File: src/rtl/riscv_pkg.sv
// Types and constants shared by the RV32I core memory subsystem.
package riscv_pkg;

  typedef enum logic [1:0] {
    IDLE  = 2'd0,
    ISSUE = 2'd1,
    WAIT  = 2'd2,
    ACK   = 2'd3
  } arb_state_t;

  localparam logic OWNER_IF  = 1'b0;
  localparam logic OWNER_D   = 1'b1;
  localparam int   MEM_LAT_W = 4;

endpackage

File: src/rtl/mem_arbiter_if.sv
// Fetch, load/store and memory-macro signals of the unified-memory arbiter.
interface mem_arbiter_if #(
  parameter int MEM_AW = 10
);
  logic              if_req;
  logic [31:0]       if_addr;
  logic              if_ack;
  logic [31:0]       if_rdata;
  logic              d_req;
  logic              d_we;
  logic [31:0]       d_addr;
  logic [31:0]       d_wdata;
  logic [3:0]        d_be;
  logic              d_ack;
  logic [31:0]       d_rdata;
  logic              mem_en;
  logic              mem_we;
  logic [MEM_AW-1:0] mem_addr;
  logic [31:0]       mem_wdata;
  logic [3:0]        mem_be;
  logic [31:0]       mem_rdata;

  modport slave (
    input  if_req, if_addr, d_req, d_we, d_addr, d_wdata, d_be, mem_rdata,
    output if_ack, if_rdata, d_ack, d_rdata, mem_en, mem_we, mem_addr, mem_wdata, mem_be
  );

  modport master (
    output if_req, if_addr, d_req, d_we, d_addr, d_wdata, d_be, mem_rdata,
    input  if_ack, if_rdata, d_ack, d_rdata, mem_en, mem_we, mem_addr, mem_wdata, mem_be
  );
endinterface

File: src/rtl/mem_arbiter_arb_pick.sv
// Combinational winner select between fetch and load/store requests.
// ARB_ROUND_ROBIN_EN: ties alternate on last_grant; otherwise D wins ties.
module arb_pick
  import riscv_pkg::*;
(
  input  logic if_req,
  input  logic d_req,
`ifdef ARB_ROUND_ROBIN_EN
  input  logic last_grant,
`endif
  output logic grant_valid,
  output logic grant
);

  always_comb begin
    grant_valid = if_req | d_req;
    grant       = OWNER_D;
    if (if_req && !d_req) begin
      grant = OWNER_IF;
    end
`ifdef ARB_ROUND_ROBIN_EN
    else if (if_req && d_req) begin
      grant = (last_grant == OWNER_D) ? OWNER_IF : OWNER_D;
    end
`endif
  end

endmodule

File: src/rtl/mem_arbiter.sv
// Single-port unified memory arbiter between instruction fetch and load/store.
// Optional round-robin tie-breaking via macro ARB_ROUND_ROBIN_EN.
//   state | meaning
//   IDLE  | sample requests, latch winner and its access fields
//   ISSUE | mem_en strobe for one cycle
//   WAIT  | count down read latency, capture mem_rdata on terminal count
//   ACK   | one-cycle ack to the owner
module mem_arbiter
  import riscv_pkg::*;
#(
  parameter int MEM_AW  = 10,
  parameter int MEM_LAT = 1
) (
  input logic          clk,
  input logic          rst,
  mem_arbiter_if.slave bus
);

  arb_state_t           state, state_nxt;
  logic                 owner;
  logic                 grant_valid, grant;
  logic [MEM_LAT_W-1:0] cnt;
  logic                 mem_we_q;
  logic [MEM_AW-1:0]    mem_addr_q;
  logic [31:0]          mem_wdata_q, if_rdata_q, d_rdata_q;
  logic [3:0]           mem_be_q;
  logic                 unused_addr_bits;

  // Byte-offset and out-of-range address bits are dropped: accesses wrap in memory.
  assign unused_addr_bits = ^{bus.if_addr[31:MEM_AW+2], bus.if_addr[1:0],
                              bus.d_addr[31:MEM_AW+2], bus.d_addr[1:0]};

`ifdef ARB_ROUND_ROBIN_EN
  logic last_grant;

  arb_pick u_pick (
    .if_req      (bus.if_req),
    .d_req       (bus.d_req),
    .last_grant  (last_grant),
    .grant_valid (grant_valid),
    .grant       (grant)
  );

  always_ff @(posedge clk) begin
    if (rst)                              last_grant <= OWNER_D;
    else if (state == IDLE && grant_valid) last_grant <= grant;
  end
`else
  arb_pick u_pick (
    .if_req      (bus.if_req),
    .d_req       (bus.d_req),
    .grant_valid (grant_valid),
    .grant       (grant)
  );
`endif

  always_ff @(posedge clk) begin
    if (rst) state <= IDLE;
    else     state <= state_nxt;
  end

  always_comb begin
    state_nxt  = state;
    bus.mem_en = 1'b0;
    bus.if_ack = 1'b0;
    bus.d_ack  = 1'b0;
    case (state)
      IDLE:  if (grant_valid) state_nxt = ISSUE;
      ISSUE: begin
        bus.mem_en = 1'b1;
        state_nxt  = mem_we_q ? ACK : WAIT;
      end
      WAIT:  if (cnt == MEM_LAT_W'(1)) state_nxt = ACK;
      ACK: begin
        bus.if_ack = (owner == OWNER_IF);
        bus.d_ack  = (owner == OWNER_D);
        state_nxt  = IDLE;
      end
      default: state_nxt = IDLE;
    endcase
  end

  always_ff @(posedge clk) begin
    if (rst) begin
      owner       <= OWNER_IF;
      cnt         <= '0;
      mem_we_q    <= 1'b0;
      mem_addr_q  <= '0;
      mem_wdata_q <= '0;
      mem_be_q    <= '0;
      if_rdata_q  <= '0;
      d_rdata_q   <= '0;
    end else begin
      case (state)
        IDLE: if (grant_valid) begin
          owner <= grant;
          if (grant == OWNER_D) begin
            mem_we_q    <= bus.d_we;
            mem_addr_q  <= bus.d_addr[MEM_AW+1:2];
            mem_wdata_q <= bus.d_wdata;
            mem_be_q    <= bus.d_we ? bus.d_be : 4'hF;
          end else begin
            mem_we_q    <= 1'b0;
            mem_addr_q  <= bus.if_addr[MEM_AW+1:2];
            mem_wdata_q <= '0;
            mem_be_q    <= 4'hF;
          end
        end
        ISSUE: cnt <= MEM_LAT_W'(MEM_LAT);
        WAIT: begin
          cnt <= cnt - MEM_LAT_W'(1);
          if (cnt == MEM_LAT_W'(1)) begin
            if (owner == OWNER_IF) if_rdata_q <= bus.mem_rdata;
            else                   d_rdata_q  <= bus.mem_rdata;
          end
        end
        default: ;
      endcase
    end
  end

  assign bus.mem_we    = mem_we_q;
  assign bus.mem_addr  = mem_addr_q;
  assign bus.mem_wdata = mem_wdata_q;
  assign bus.mem_be    = mem_be_q;
  assign bus.if_rdata  = if_rdata_q;
  assign bus.d_rdata   = d_rdata_q;

endmodule

File: src/flat_wrapper.sv
// flat-port wrapper written by rule: the top's interface ports become plain ports
module mem_arbiter_flat import riscv_pkg::*;
#(
  parameter int MEM_AW  = 10,
  parameter int MEM_LAT = 1
)
  (clk, rst, bus_if_req, bus_if_addr, bus_d_req, bus_d_we, bus_d_addr, bus_d_wdata, bus_d_be, bus_mem_rdata, bus_if_ack, bus_if_rdata, bus_d_ack, bus_d_rdata, bus_mem_en, bus_mem_we, bus_mem_addr, bus_mem_wdata, bus_mem_be);
  mem_arbiter_if #(.MEM_AW(MEM_AW)) bus_i ();
  input logic clk;
  input logic rst;
  input wire logic [$bits(bus_i.if_req)-1:0] bus_if_req;
  input wire logic [$bits(bus_i.if_addr)-1:0] bus_if_addr;
  input wire logic [$bits(bus_i.d_req)-1:0] bus_d_req;
  input wire logic [$bits(bus_i.d_we)-1:0] bus_d_we;
  input wire logic [$bits(bus_i.d_addr)-1:0] bus_d_addr;
  input wire logic [$bits(bus_i.d_wdata)-1:0] bus_d_wdata;
  input wire logic [$bits(bus_i.d_be)-1:0] bus_d_be;
  input wire logic [$bits(bus_i.mem_rdata)-1:0] bus_mem_rdata;
  output wire logic [$bits(bus_i.if_ack)-1:0] bus_if_ack;
  output wire logic [$bits(bus_i.if_rdata)-1:0] bus_if_rdata;
  output wire logic [$bits(bus_i.d_ack)-1:0] bus_d_ack;
  output wire logic [$bits(bus_i.d_rdata)-1:0] bus_d_rdata;
  output wire logic [$bits(bus_i.mem_en)-1:0] bus_mem_en;
  output wire logic [$bits(bus_i.mem_we)-1:0] bus_mem_we;
  output wire logic [$bits(bus_i.mem_addr)-1:0] bus_mem_addr;
  output wire logic [$bits(bus_i.mem_wdata)-1:0] bus_mem_wdata;
  output wire logic [$bits(bus_i.mem_be)-1:0] bus_mem_be;
  assign bus_i.if_req = bus_if_req;
  assign bus_i.if_addr = bus_if_addr;
  assign bus_i.d_req = bus_d_req;
  assign bus_i.d_we = bus_d_we;
  assign bus_i.d_addr = bus_d_addr;
  assign bus_i.d_wdata = bus_d_wdata;
  assign bus_i.d_be = bus_d_be;
  assign bus_i.mem_rdata = bus_mem_rdata;
  assign bus_if_ack = bus_i.if_ack;
  assign bus_if_rdata = bus_i.if_rdata;
  assign bus_d_ack = bus_i.d_ack;
  assign bus_d_rdata = bus_i.d_rdata;
  assign bus_mem_en = bus_i.mem_en;
  assign bus_mem_we = bus_i.mem_we;
  assign bus_mem_addr = bus_i.mem_addr;
  assign bus_mem_wdata = bus_i.mem_wdata;
  assign bus_mem_be = bus_i.mem_be;
  mem_arbiter #(.MEM_AW(MEM_AW), .MEM_LAT(MEM_LAT)) u_core (.clk(clk), .rst(rst), .bus(bus_i));
endmodule
File: config.mk
export PLATFORM = sky130hd
export DESIGN_NAME = mem_arbiter_flat
export DESIGN_NICKNAME = d
export VERILOG_FILES = /design/src/rtl/riscv_pkg.sv /design/src/rtl/mem_arbiter_if.sv /design/src/rtl/mem_arbiter_arb_pick.sv /design/src/rtl/mem_arbiter.sv /design/src/flat_wrapper.sv
export SDC_FILE = /design/constraint.sdc
export NUM_CORES = 1
export LEC_CHECK = 0
export CAP_MARGIN = 15
export CORE_MARGIN = 5
export CORE_UTILIZATION = 30
export CTS_CLUSTER_DIAMETER = 100
export CTS_CLUSTER_SIZE = 20
export DETAILED_ROUTE_END_ITERATION = 8
export PLACE_DENSITY = 0.63
export SYNTH_ARGS = -nofsm -noshare
export SYNTH_HDL_FRONTEND = slang
export SYNTH_SLANG_ARGS = --single-unit
export TNS_END_PERCENT = 5
File: constraint.sdc
create_clock -name clk -period 1.8 [get_ports clk]
set_input_delay 0.18 -clock clk [delete_from_list [all_inputs] [get_ports clk]]
set_output_delay 0.18 -clock clk [all_outputs]
set_load 0.005 [all_outputs]
==> run_results.csv <==
group,metric,value,unit
sta,setup_viol,0,
sta,tightest_slew,0.6338,ns
global_routing,gr-usage-met3,8.627,%
clock_tree,postCtsHoldBufs,0,
clock_tree,clock-root-buffer,"clkbuf_16",
route,vias,4626,
global_routing,antenna_found_initial,0,
logic_synthesis,synth_adder_area_share,1.628,%
global_routing,use_met1,18.85,%
critical_path,crit_slowest_cell,"clkdlybuf4s50_1",
logic_synthesis,synth_edf_count,0,
global_routing,grt_pass1_vias,4459,
critical_path,critPathLaunchType,"flop",
pwr,internal_power,6.760,mW
logic_synthesis,synth_cell_types,34,
global_routing,grt_pass1_wl,22660,um
critical_path,crit_arrival,1.49,ns
logic_synthesis,netlist_instances,517,
logic_synthesis,synth-xor-area-share,0,%
sta,setup_tns,0,ns
logic_synthesis,synth_top_area_share,51.23,%
clock_tree,htreeDepth,4,
sta,period_share,92.90,%
critical_path,cp-end-kind,"primary output",
clock_tree,clock-sinks,118,
finish,final_area,7423,sq um
clock_tree,numCtsBuffers,17,
pwr,p_leak,2.589,nW
sta,hold_viol,0,
finish,nNetsFinal,842,
floorplan,num_io_pins,251,
critical_path,worst-setup-path-type,"reg -> out",
pwr,powerDensity,1264,nW/um^2
route,first_pass_iters,8,
route,drtAntennaViolNets,0,
logic_synthesis,avgSynthCellArea,8.918,sq um
critical_path,startpoint,"u_core.state[1]",
route,drc,0,
route,vias_per_cell,5.140,
finish,layout-drive-gt1-share,7.303,%
pwr,clkPwrFrac,39.7,%
clock_tree,cts_tree,"done",
logic_synthesis,synth-seq-cells,118,
global_routing,busiest_layer,"met2",
pwr,switching_share,27.94,%
pwr,p_switching,2.621,mW
logic_synthesis,syn_area,4611,sq um
critical_path,required,1.62,ns
hold_path,hp-start,"rst",
place,gp_congestion,0.7711,
global_routing,grt.overflow.total,0,
place,numPortBuffers,206,
floorplan,die_w,134.0,um
logic_synthesis,synth_top_area_cell,"dfxtp_1",
clock_tree,clock_latency,0.40,ns
finish,fillers,1377,
pwr,irDropWorstVdd,0.0006894,V
sta,relSlewSlack,57.75,%
sta,final.min_clock_period,1.672,ns
hold_path,hold_class,"in -> reg",
run_status,outcome,"finished, final reports clean",
floorplan,num_rows,45,
critical_path,worstPathCellList,"inv_1 > ha_1 > clkdlybuf4s50_1",
place,dp_hpwl,9992,um
pwr,p_seq_share,34.2,%
finish,syn_to_final_growth,61.00,%
clock_tree,clkTransAtPathRegs,0.05,ns
critical_path,rrSetupSlack,0.18,ns
logic_synthesis,async_flop_share,0,%
critical_path,r2r.worst_path.cells,4,
floorplan,fp.dieH,134.0,um
route,wire_per_inst,16.16,um
sta,finalClockSkew,0.004780,ns
finish,antenna_cells,0,
logic_synthesis,synth-main-ff-cell,"dfxtp_1",
logic_synthesis,synth_commonest_cells,"118 x dfxtp_1, 67 x a21oi_1, 66 x nand3_1, 49 x nor2_1, 43 x o21ai_0",
place,placed_area,6745,sq um
sta,rsz0062_at_grt,"false",
logic_synthesis,synth_top_family_by_area,"compound AO/OA/AOI/OAI gates",
floorplan,core,15150,sq um
logic_synthesis,synth_mux_area_share,2.388,%
run,maxCapViolCount,0,
logic_synthesis,synth_most_common_cell,"dfxtp_1",
logic_synthesis,synth_compound_area_share,24.31,%
critical_path,r2r_start,"u_core.cnt[0]",
global_routing,grt.met2_usage,23.36,%
pwr,combPwrFrac,26.1,%
floorplan,start_util,30.44,%
clock_tree,clockBufferDepth,2,
critical_path,slowest_delay,0.54,ns
floorplan,die_area,17950,sq um
critical_path,critPathMaxFanout,3,
route,drt_iter0_drc,217,
global_routing,grt_usage,15.65,%
logic_synthesis,synth.area.top_cells,"dfxtp_1 51%, a21oi_1 7.3%, nand3_1 7.2%, a32oi_1 6.1%, o21ai_0 4.7%",
logic_synthesis,synth-seq-area-share,51.23,%
logic_synthesis,yosys_warnings,0,
logic_synthesis,synth_fp_nets,660,
hold_path,hold_depth,2,
sta,slew_viol_final,0,
route,wl,14540,um
sta,fmax,598.0,MHz
global_routing,grt_max_degree,68,
logic_synthesis,synth_simple_gate_area_share,13.73,%
power groups by stage:
stage / combinational, mW / sequential, mW / clock (mW)
after floorplan: 1.29 / 3.24 / 0
after global placement: 2.40 / 3.23 / 0
after detailed placement: 2.45 / 3.26 / 0
after CTS: 2.47 / 3.21 / 3.83
after global routing: 2.69 / 3.26 / 3.94
final: 2.45 / 3.21 / 3.73
sequential cells by signal (all words and copies together) (netlist names):
register / count
u_core.bus.if_rdata: 32
u_core.bus.d_rdata: 32
u_core.bus.mem_be: 4
u_core.bus.mem_we: 1
u_core.owner: 1
u_core.cnt: 4
u_core.state: 2
u_core.bus.mem_addr: 10
u_core.bus.mem_wdata: 32
per-stage QoR:
stage | hold WS [ns] | cells | utilization (%) | setup WS, ns | total power, mW
2_1_floorplan | 0.3230 | 517 | - | 0.2991 | 4.523
3_3_place_gp | 0.4615 | 867 | 44.54 | 0.2270 | 5.632
3_5_place_dp | 0.4662 | 867 | 44.54 | 0.1539 | 5.708
4_1_cts | 0.1228 | 900 | 48.96 | 0.007994 | 9.512
5_1_grt | 0.1385 | 900 | 49.01 | 0.03958 | 9.885
6_report | 0.1495 | 900 | 49.01 | 0.1277 | 9.381
layer usage:
| layer | up-vias | wire length [um] | share of wire [%] |
|---|---|---|---|
| met2 | 205 | 6382 | 44 |
| met3 | 19 | 1658 | 11 |
| met5 | - | 0 | 0 |
| li1 | 2247 | - | - |
| met1 | 2155 | 6238 | 43 |
| met4 | 0 | 262 | 1.8 |
cell usage in the layout (no fill, tap or decap), types with 10 or more instances in the layout:
master	netlist	routed
clkdlybuf4s50_1	0	203
dfxtp_1	118	115
a21oi_1	67	67
nand3_1	66	66
nor2_1	49	49
o21ai_0	43	43
a32oi_1	32	32
o21ai_1	24	24
clkbuf_16	0	17
mux2i_1	11	11
a211oi_1	11	11
buf_4	8	10
critical path, delay by kind of cell (launching register included):
family,cells,cell delay (ns)
buf+inv,2,0.61
flops,1,0.33
fa+ha+maj,1,0.16
area by class of cell:
class                   instances  area, sq um  share of cell area [%]
clock buffers                  23        488.0                   6.573
clock inverters                 9        170.2                   2.292
inverters                       6        25.02                  0.3371
multi-input cells             338         1947                   26.23
flip-flops and latches        118         2366                   31.87
well taps                     188        235.2                   3.169
repair buffers                218         2192                   29.53
path summary, 6_finish.rpt:
path                               to
max                        bus_mem_en
min          u_core.bus.mem_wdata[18]
max reg2reg           u_core.state[0]
min reg2reg   u_core.bus.if_rdata[30]
timing repair:
action	CTS	global route
setup endpoints to repair	2	5
resized for setup	3	4
cloned	0	0
buffers inserted	1	0
cells by family after synthesis:
logic type,after synthesis
compound gates,188
simple gates,133
flops,118
buf+inv,61
mux,11
fa+ha+maj,6
Power figures use the tool's default switching activity.
